File: src/rtl/pipeline_ctrl.sv
// -----------------------------------------------------------------------------
// pipeline_ctrl
// Hazard and sequencing controller for the five-stage MIPS pipeline.
// Drives PC / IF/ID / ID/EX enables, flushes and holds for load-use stalls,
// taken-branch/jump redirects, multi-cycle mult/div operations and the
// exit-syscall drain-and-halt sequence. Owns the halt_ex input of ID/EX.
//
// Optional build macro: PIPE_CTRL_STATS_EN
//   defined     -> stall_cycles / flush_events statistics counters are built
//   not defined -> both statistics ports are tied to zero
//
// Parameter DRAIN_CYCLES: legal range 1..15.
// -----------------------------------------------------------------------------
module pipeline_ctrl #(
    parameter int unsigned DRAIN_CYCLES = 3
) (
    input  logic        clk,
    input  logic        rst,
    input  logic [4:0]  rs_id,
    input  logic [4:0]  rt_id,
    input  logic        uses_rs_id,
    input  logic        uses_rt_id,
    input  logic        MemRead_id_ex,
    input  logic [4:0]  rt_id_ex,
    input  logic        branch_taken_ex,
    input  logic        jump_ex,
    input  logic        syscall_halt_id,
    input  logic        md_start_ex,
    input  logic        md_done,
    output logic        pc_write,
    output logic        if_id_write,
    output logic        if_id_flush,
    output logic        id_ex_flush,
    output logic        id_ex_hold,
    output logic        halt_ex,
    output logic        halted,
    output logic [31:0] stall_cycles,
    output logic [31:0] flush_events
);

    typedef enum logic [1:0] {
        ST_RUN     = 2'd0,
        ST_MD_WAIT = 2'd1,
        ST_DRAIN   = 2'd2,
        ST_HALTED  = 2'd3
    } state_t;

    // Drain length loaded when the exit syscall is detected.
    localparam logic [3:0] DRAIN_INIT = 4'(DRAIN_CYCLES);

    state_t     state_r;
    state_t     state_next_s;
    logic [3:0] drain_cnt_r;
    logic [3:0] drain_cnt_next_s;

    logic       redirect_s;
    logic       load_use_s;

    logic       pc_write_s;
    logic       if_id_write_s;
    logic       if_id_flush_s;
    logic       id_ex_flush_s;
    logic       id_ex_hold_s;
    logic       halt_ex_s;
    logic       halted_s;

    // A redirect resolved in EX makes everything younger wrong-path.
    assign redirect_s = branch_taken_ex | jump_ex;

    // Load in EX whose destination (non-zero) is read by the ID instruction.
    assign load_use_s = MemRead_id_ex
                     && (rt_id_ex != 5'd0)
                     && ((uses_rs_id && (rs_id == rt_id_ex))
                      || (uses_rt_id && (rt_id == rt_id_ex)));

    // State and drain-counter register with synchronous reset.
    always_ff @(posedge clk) begin
        if (rst) begin
            state_r     <= ST_RUN;
            drain_cnt_r <= 4'd0;
        end else begin
            state_r     <= state_next_s;
            drain_cnt_r <= drain_cnt_next_s;
        end
    end

    // Next-state and control outputs; reset overrides to a flush-everything pattern.
    always_comb begin
        state_next_s     = state_r;
        drain_cnt_next_s = drain_cnt_r;
        pc_write_s       = 1'b0;
        if_id_write_s    = 1'b0;
        if_id_flush_s    = 1'b0;
        id_ex_flush_s    = 1'b0;
        id_ex_hold_s     = 1'b0;
        halt_ex_s        = 1'b0;
        halted_s         = 1'b0;

        case (state_r)
            ST_RUN: begin
                if (redirect_s) begin
                    // Wrong-path ID: load-use and syscall in ID are ignored.
                    // IF/ID stays writable so the flush actually lands.
                    pc_write_s    = 1'b1;
                    if_id_write_s = 1'b1;
                    if_id_flush_s = 1'b1;
                    id_ex_flush_s = 1'b1;
                    if (md_start_ex) begin
                        state_next_s = ST_MD_WAIT;
                    end else begin
                        state_next_s = ST_RUN;
                    end
                end else if (md_start_ex) begin
                    // Freeze front end; ID contents are re-evaluated after the op.
                    id_ex_hold_s = 1'b1;
                    state_next_s = ST_MD_WAIT;
                end else if (load_use_s) begin
                    // One bubble; the load moves on so the condition clears itself.
                    id_ex_flush_s = 1'b1;
                end else if (syscall_halt_id) begin
                    // Syscall proceeds into EX as code 10; the fetch behind it dies.
                    halt_ex_s        = 1'b1;
                    if_id_write_s    = 1'b1;
                    if_id_flush_s    = 1'b1;
                    state_next_s     = ST_DRAIN;
                    drain_cnt_next_s = DRAIN_INIT;
                end else begin
                    pc_write_s    = 1'b1;
                    if_id_write_s = 1'b1;
                end
            end

            ST_MD_WAIT: begin
                id_ex_hold_s = 1'b1;
                if (md_done) begin
                    state_next_s = ST_RUN;
                end else begin
                    state_next_s = ST_MD_WAIT;
                end
            end

            ST_DRAIN: begin
                id_ex_flush_s = 1'b1;
                if (drain_cnt_r <= 4'd1) begin
                    state_next_s     = ST_HALTED;
                    drain_cnt_next_s = 4'd0;
                end else begin
                    state_next_s     = ST_DRAIN;
                    drain_cnt_next_s = drain_cnt_r - 4'd1;
                end
            end

            ST_HALTED: begin
                halted_s      = 1'b1;
                id_ex_flush_s = 1'b1;
            end

            default: begin
                state_next_s     = ST_RUN;
                drain_cnt_next_s = 4'd0;
            end
        endcase

        if (rst) begin
            pc_write_s    = 1'b0;
            if_id_write_s = 1'b0;
            if_id_flush_s = 1'b1;
            id_ex_flush_s = 1'b1;
            id_ex_hold_s  = 1'b0;
            halt_ex_s     = 1'b0;
            halted_s      = 1'b0;
        end else begin
            halted_s = halted_s;
        end
    end

    assign pc_write    = pc_write_s;
    assign if_id_write = if_id_write_s;
    assign if_id_flush = if_id_flush_s;
    assign id_ex_flush = id_ex_flush_s;
    assign id_ex_hold  = id_ex_hold_s;
    assign halt_ex     = halt_ex_s;
    assign halted      = halted_s;

`ifdef PIPE_CTRL_STATS_EN
    logic [31:0] stall_cycles_r;
    logic [31:0] flush_events_r;
    logic        stats_live_s;

    // Counters only advance while the pipeline is live (RUN or MD_WAIT).
    assign stats_live_s = (state_r == ST_RUN) || (state_r == ST_MD_WAIT);

    // Statistics counters: stalled cycles and cycles carrying any flush in RUN.
    always_ff @(posedge clk) begin
        if (rst) begin
            stall_cycles_r <= 32'd0;
            flush_events_r <= 32'd0;
        end else begin
            if (stats_live_s && !pc_write_s) begin
                stall_cycles_r <= stall_cycles_r + 32'd1;
            end else begin
                stall_cycles_r <= stall_cycles_r;
            end
            if ((state_r == ST_RUN) && (if_id_flush_s || id_ex_flush_s)) begin
                flush_events_r <= flush_events_r + 32'd1;
            end else begin
                flush_events_r <= flush_events_r;
            end
        end
    end

    assign stall_cycles = stall_cycles_r;
    assign flush_events = flush_events_r;
`else
    assign stall_cycles = 32'd0;
    assign flush_events = 32'd0;
`endif

endmodule
File: config.mk
export PLATFORM = sky130hd
export DESIGN_NAME = pipeline_ctrl
export DESIGN_NICKNAME = d
export VERILOG_FILES = /design/src/rtl/pipeline_ctrl.sv
export SDC_FILE = /design/constraint.sdc
export NUM_CORES = 1
export LEC_CHECK = 0
export ABC_AREA = 1
export BUFFER_PORTS_ARGS = -buffer_cell sky130_fd_sc_hd__buf_2
export CAP_MARGIN = 15
export CELL_PAD_IN_SITES_DETAIL_PLACEMENT = 1
export CELL_PAD_IN_SITES_GLOBAL_PLACEMENT = 2
export CORE_UTILIZATION = 20
export CTS_CLUSTER_SIZE = 20
export DETAILED_ROUTE_END_ITERATION = 10
export HOLD_SLACK_MARGIN = 0.15
export PLACE_DENSITY = 0.85
export SYNTH_ARGS = -nofsm -noshare
export SYNTH_HDL_FRONTEND = slang
export SYNTH_SLANG_ARGS = --single-unit
export TNS_END_PERCENT = 10
File: constraint.sdc
create_clock -name clk -period 2.4 [get_ports clk]
set_input_delay 0.36 -clock clk [delete_from_list [all_inputs] [get_ports clk]]
set_output_delay 0.36 -clock clk [all_outputs]
set_load 0.01 [all_outputs]
==> out/results.tsv, run 1 <==
stage	metric	value	unit
status	status	complete, no violations	
sta	sum of negative setup slack	0	ns
clock_tree	CTS tree	done	
worst_setup_path	WP data arrival	1.85	ns
clock_tree	clock sink total	6	
sta	RSZ-0062 raised after global routing	no	
synthesis	leading post-synthesis cells by cell area	buf_4 (37%), nand2_1 (12%), dfxtp_1 (9.2%), ha_1 (7.7%), inv_1 (6.6%)	
grt	largest net degree at the start of global routing	11	
drt	Routed Antenna Nets	0	
worst_setup_path	Worst Path Required	2.04	ns
clock_tree	Longest Clk Path Bufs	2	
sta	Relative slew margins	61.3	%
finish	share of cells above drive strength 1	18.4	%
synthesis	Syn Std Cell Area	1300	sq um
clock_tree	Root Buffer	clkbuf_8	
worst_setup_path	CP Class	reg -> out	
worst_setup_path	CP endpoint kind	output pin	
drt	WL/cell	8.93	um
sta	Final Skew	0.00480	ns
synthesis	register area share after synthesis	9.23	%
sta	min cycle time layout	2.21	ns
pwr	Sw Ratio	44.4	%
die	row count	29	
synthesis	commonest cells in the netlist	buf_4 (64), nand2_1 (41), inv_1 (23)	
worst_setup_path	reg-to-reg slack, setup	0.66	ns
worst_setup_path	FF-to-FF path depth	8	
synthesis	Yosys top cell by area	buf_4	
die	I/O pins	96	
min_path	worst hold path type	reg -> reg	
grt	Total Routing Usage GR	8.30	%
synthesis	Post-synth top flop	dfxtp_1	
synthesis	Synth Register Bits	6	
min_path	Hold Crit Start	drain_cnt_r[3]	
pwr	leakage power	0.000799	uW
pwr	part of the power in registers	23.2	%
grt	first-pass GRT wire length	4280	um
synthesis	Syn Inst Count	211	
pwr	P_sw	242	uW
synthesis	asr flop ratio synth	0	%
sta	Final setup viols	0	
drt	Residual DRC	0	
sta	fin. max-slew vios	0	
sta	Setup WS post-layout	0.195	ns
clock_tree	Post-CTS Setup Inserts	0	
grt	global route total overflow	0	
drt	starting DRC count in detailed routing	27	
finish	area grow syn2layout	3.75	%
synthesis	count leader, synth	buf_4	
worst_setup_path	reg2reg end	drain_cnt_r[3]	
clock_tree	total CTS buffers	3	
clock_tree	Clk Latency, worst-skew pair	0.24	ns
finish	utilization after layout	21.4	%
pwr	P_int	304	uW
pwr	pwr dens	405	nW/um^2
synthesis	yosys warns	0	
placed_design	HPWL after DPL	2500	um
pwr	clock power share	29.9	%
die	initial core utilization	20.6	%
placed_design	pre-CTS setup slack	0.444	ns
die	Die Width	82.7	um
pwr	Worst VDD drop	0.145	mV
flow_run	Max-Cap Viols	0	
clock_tree	Clock Pin Slew Worst Setup and Hold Paths	0.04	ns
drt	via count	1167	
finish	Nets	279	
die	die extent in y	82.7	um
clock_tree	hold_buf cts	0	
placed_design	Final GP Congestion	0.810	
synthesis	post-synthesis cell type count	24	
pwr	Logic pwr share	46.9	%
min_path	hold path depth	2	
synthesis	Mapped Avg Cell Area	6.17	sq um
finish	n_diodes	0	
sta	fin crit share	91.9	%
min_path	worst hold endpoint	drain_cnt_r[3]	
worst_setup_path	Critical R2R Launch	state_r[0]	
die	die area	6830	sq um
drt	final wirelength	2870	um
worst_setup_path	CP max FO	5	
clock_tree	CTS resizes	0	
placed_design	# port buffers	31	
synthesis	EDFF count, synth	0	
grt	vias in the first global route	1018	
worst_setup_path	Worst setup SP type	flip-flop	
drt	vias per std cell	3.64	
drt	DR pass1 iterations	4	
sta	Final Hold Fails	0	
sta	f_max	0.453	GHz
synthesis	post-synth top area share	36.9	%
grt	initial antenna violation count	0	
die	Core ar.	6310	sq um
sta	slew of the pin with the lowest slew margin	0.574	ns
clock_tree	H-tree level count	1	
==> per-stage QoR <==
stage	std cells	total power (uW)	hold slack (ns)	area, sq um
after floorplan	274	389	0.443	1540
after detailed placement	318	384	0.473	1310
after global placement	318	379	0.469	1310
after global routing	321	600	0.503	1350
final	321	547	0.478	1350
after CTS	321	557	0.480	1350
==> worst max path at each step <==
stage                   to         from  cells past startpoint
2_1_floorplan  id_ex_flush   state_r[0]                      8
3_3_place_gp   id_ex_flush  rt_id_ex[2]                     10
3_5_place_dp   id_ex_flush   state_r[0]                      9
4_1_cts        id_ex_flush   state_r[0]                      9
5_1_grt        id_ex_flush   state_r[0]                      9
6_report       id_ex_flush   state_r[0]                      9
==> power groups by stage <==
stage                     clock network (uW)  registers (uW)  logic, uW
after floorplan                            0             125        264
after global placement                     0             127        252
after detailed placement                   0             128        256
after CTS                                173             127        257
after global routing                     175             129        296
final                                    164             127        256
==> layout by cell type (no fill, tap or decap) <==
cell      count
a21oi_1       9
a21oi_2       2
a31oi_1       2
buf_2        31
clkbuf_8      3
clkinv_1      1
conb_1       64
dfxtp_1       6
ha_1          8
inv_1        23
inv_2         4
nand2_1      41
nand2_2       1
nand2_4       1
nand3_1      15
nand3_4       1
nand3b_1      1
nand4_1       2
nor2_1       20
nor2_2        2
nor3_1        1
o21ai_0       3
o21bai_1      1
o221ai_1      1
xor2_1        1
==> logic make-up (layout without fill, tap and decap cells) <==
| logic type | Yosys count | in the layout | share of synthesized area (%) |
|---|---|---|---|
| simple gates | 85 | 85 | 28.9 |
| other cells | 1 | 64 | 0.288 |
| fa+ha+maj | 8 | 8 | 7.69 |
| buf+inv | 92 | 62 | 45.0 |
| xor+xnor | 1 | 1 | 0.673 |
| flops | 6 | 6 | 9.23 |
| compound gates | 18 | 18 | 8.17 |
==> layer usage <==
| metal | part of all wire (%) | GRT usage, % |
|---|---|---|
| met3 | 6.4 | 0.659 |
| met2 | 49 | 15.1 |
| met5 | 0 | 0 |
| met1 | 42 | 9.20 |
| met4 | 2.7 | 5.34 |
==> layout make-up <==
type | count | area [sq um]
clock buffers | 3 | 41.3
well taps | 77 | 96.3
fillers | 845 | 4960
repair buffers | 31 | 155
flip-flops and latches | 6 | 120
inverters | 28 | 105
multi-input cells | 176 | 832
==> critical path, stage by stage (launching register included) <==
cell	delay (ns)
dfxtp_1	0.40
inv_1	0.11
ha_1	0.29
inv_1	0.17
nor2_1	0.08
inv_1	0.11
nand3_1	0.09
o21bai_1	0.13
nand2_1	0.07
buf_2	0.14
==> state kept, by name, summed over array words and instances, names as in the netlist <==
name,cells
drain_cnt_r,4
state_r,2
Note: power is estimated with default switching activity, not from simulation.
==> inputs of run 2 (changes only) <==
==> constraint.sdc (replaced) <==
create_clock -name clk -period 2.4 [get_ports clk]
set_input_delay 0.36 -clock clk [delete_from_list [all_inputs] [get_ports clk]]
set_output_delay 0.36 -clock clk [all_outputs]
set_load 0.005 [all_outputs]
==> out/results.tsv, run 2 (synthesis gave the netlist of run 1 again) <==
stage	metric	value	unit	change
min_path	worst hold path type	reg -> reg		
clock_tree	CTS tree	done		
finish	share of cells above drive strength 1	18.4	%	unchanged
placed_design	# port buffers	31		unchanged
grt	initial antenna violation count	0		unchanged
finish	fillcell total	832		-1.5%
grt	Total Routing Usage GR	8.55	%	+0.25 points
finish	register with the most flip-flops	drain_cnt_r		
finish	top flop regs	drain_cnt_r (4), state_r (2)		
die	row count	29		unchanged
sta	fin. max-slew vios	0		unchanged
sta	min cycle time layout	2.17	ns	-0.0317 ns
sta	sum of negative setup slack	0	ns	unchanged
sta	Hold Slack	0.479	ns	+0.00156 ns
drt	vias per std cell	3.70		+1.9%
clock_tree	Post-CTS Setup Inserts	0		unchanged
finish	most frequent cells in the layout	conb_1 (64), nand2_1 (41), buf_2 (31)		
drt	via count	1189		+1.9%
sta	fin crit share	90.6	%	-1.3 points
drt	DR pass1 iterations	4		unchanged
drt	Routed Antenna Nets	0		unchanged
die	Core ar.	6310	sq um	unchanged
worst_setup_path	CP max FO	5		unchanged
placed_design	HPWL after DPL	2650	um	+6.1%
worst_setup_path	CP endpoint kind	output pin		
clock_tree	total CTS buffers	3		unchanged
sta	Setup WS post-layout	0.226	ns	+0.0317 ns
worst_setup_path	Worst Path Required	2.04	ns	about the same
worst_setup_path	Worst setup SP type	flip-flop		
grt	global route total overflow	0		unchanged
sta	Final Hold Fails	0		unchanged
clock_tree	Root Buffer	clkbuf_8		
drt	final wirelength	3050	um	+6.4%
finish	Nets	279		unchanged
grt	largest net degree at the start of global routing	11		unchanged
flow_run	Max-Cap Viols	0		unchanged
drt	Residual DRC	0		unchanged
die	initial core utilization	20.6	%	unchanged
status	status	complete, no violations		
pwr	Pwr Total	520	uW	-4.9%
clock_tree	H-tree level count	1		unchanged
finish	area grow syn2layout	3.75	%	unchanged
pwr	leakage power	0.000799	uW	unchanged
grt	vias in the first global route	1024		+0.59%
finish	commonest non-fill, non-tap cell in the layout	conb_1		
finish	final instance area	1350	sq um	unchanged
finish	Largest register FFs	4		unchanged
sta	Final Skew	0.00350	ns	-0.00130 ns
clock_tree	clock sink total	6		unchanged
finish	n_diodes	0		unchanged
clock_tree	Longest Clk Path Bufs	2		unchanged
placed_design	pre-CTS setup slack	0.463	ns	+0.0189 ns
pwr	Worst VDD drop	0.159	mV	+9.4%
clock_tree	CTS resizes	0		unchanged
die	die area	6830	sq um	unchanged
sta	f_max	0.460	GHz	+1.5%
clock_tree	Clock Pin Slew Worst Setup and Hold Paths	0.04	ns	about the same
die	Die Width	82.7	um	unchanged
die	die extent in y	82.7	um	unchanged
placed_design	Final GP Congestion	0.763		-5.8%
pwr	pwr dens	385	nW/um^2	-4.9%
die	I/O pins	96		unchanged
placed_design	placed standard-cell area	1310	sq um	unchanged
clock_tree	hold_buf cts	0		unchanged
worst_setup_path	WP data arrival	1.81	ns	-0.04 ns
drt	WL/cell	9.50	um	+6.4%
sta	RSZ-0062 raised after global routing	no		
drt	starting DRC count in detailed routing	22		-19%
sta	Relative slew margins	55.0	%	-6.3 points
clock_tree	Clk Latency, worst-skew pair	0.22	ns	-0.02 ns
sta	slew of the pin with the lowest slew margin	0.668	ns	+0.0941 ns
grt	first-pass GRT wire length	4450	um	+4.0%
worst_setup_path	CP Class	reg -> out		
sta	Final setup viols	0		unchanged
==> run 2: cell counts in the layout (fill, tap and decap cells not counted) <==
Identical to the previous run, type by type.
==> run 2: worst paths after layout <==
check	end	startpoint	depth (start not counted)	slack, ns
max	id_ex_flush	state_r[0]	9	0.23
max reg2reg	state_r[0]	drain_cnt_r[0]	6	0.63
min	drain_cnt_r[3]	drain_cnt_r[3]	2	0.48
min reg2reg	drain_cnt_r[3]	drain_cnt_r[3]	2	0.48
==> run 2: metrics by stage <==
stage | instances | util, %
after global routing | 321 | 21.4
after floorplan | 274 | -
after detailed placement | 318 | 20.7
final | 321 | 21.4
after CTS | 321 | 21.4
after global placement | 318 | 20.7
==> run 2: worst max-delay path, cell delays in order, from the launching register on <==
cell	delay [ns]
dfxtp_1	0.40
inv_1	0.11
ha_1	0.30
inv_1	0.16
nor2_1	0.07
inv_1	0.11
nand3_1	0.08
o21bai_1	0.15
nand2_1	0.07
buf_2	0.13
==> run 2: layout make-up <==
cell class              instances  area (sq um)  area share [%]
multi-input cells             176           832            61.6
clock buffers                   3          41.3            3.06
flip-flops and latches          6           120            8.90
inverters                      28           105            7.79
well taps                      77          96.3            7.14
repair buffers                 31           155            11.5
==> run 2: routing by layer <==
metal | part of all wire, % | GRT usage (%) | up-vias
li1 | - | - | 591
met1 | 40 | 9.34 | 530
met4 | 1.7 | 3.10 | 0
met3 | 6.7 | 1.43 | 6
met2 | 52 | 16.3 | 62
met5 | 0 | 0 | -
==> run 2: power breakdown <==
part	switching (uW)	internal (uW)	total (uW)
Combinational	153	82.1	235
Clock	49.5	108	158
Sequential	13.4	113	127
Total	216	304	520
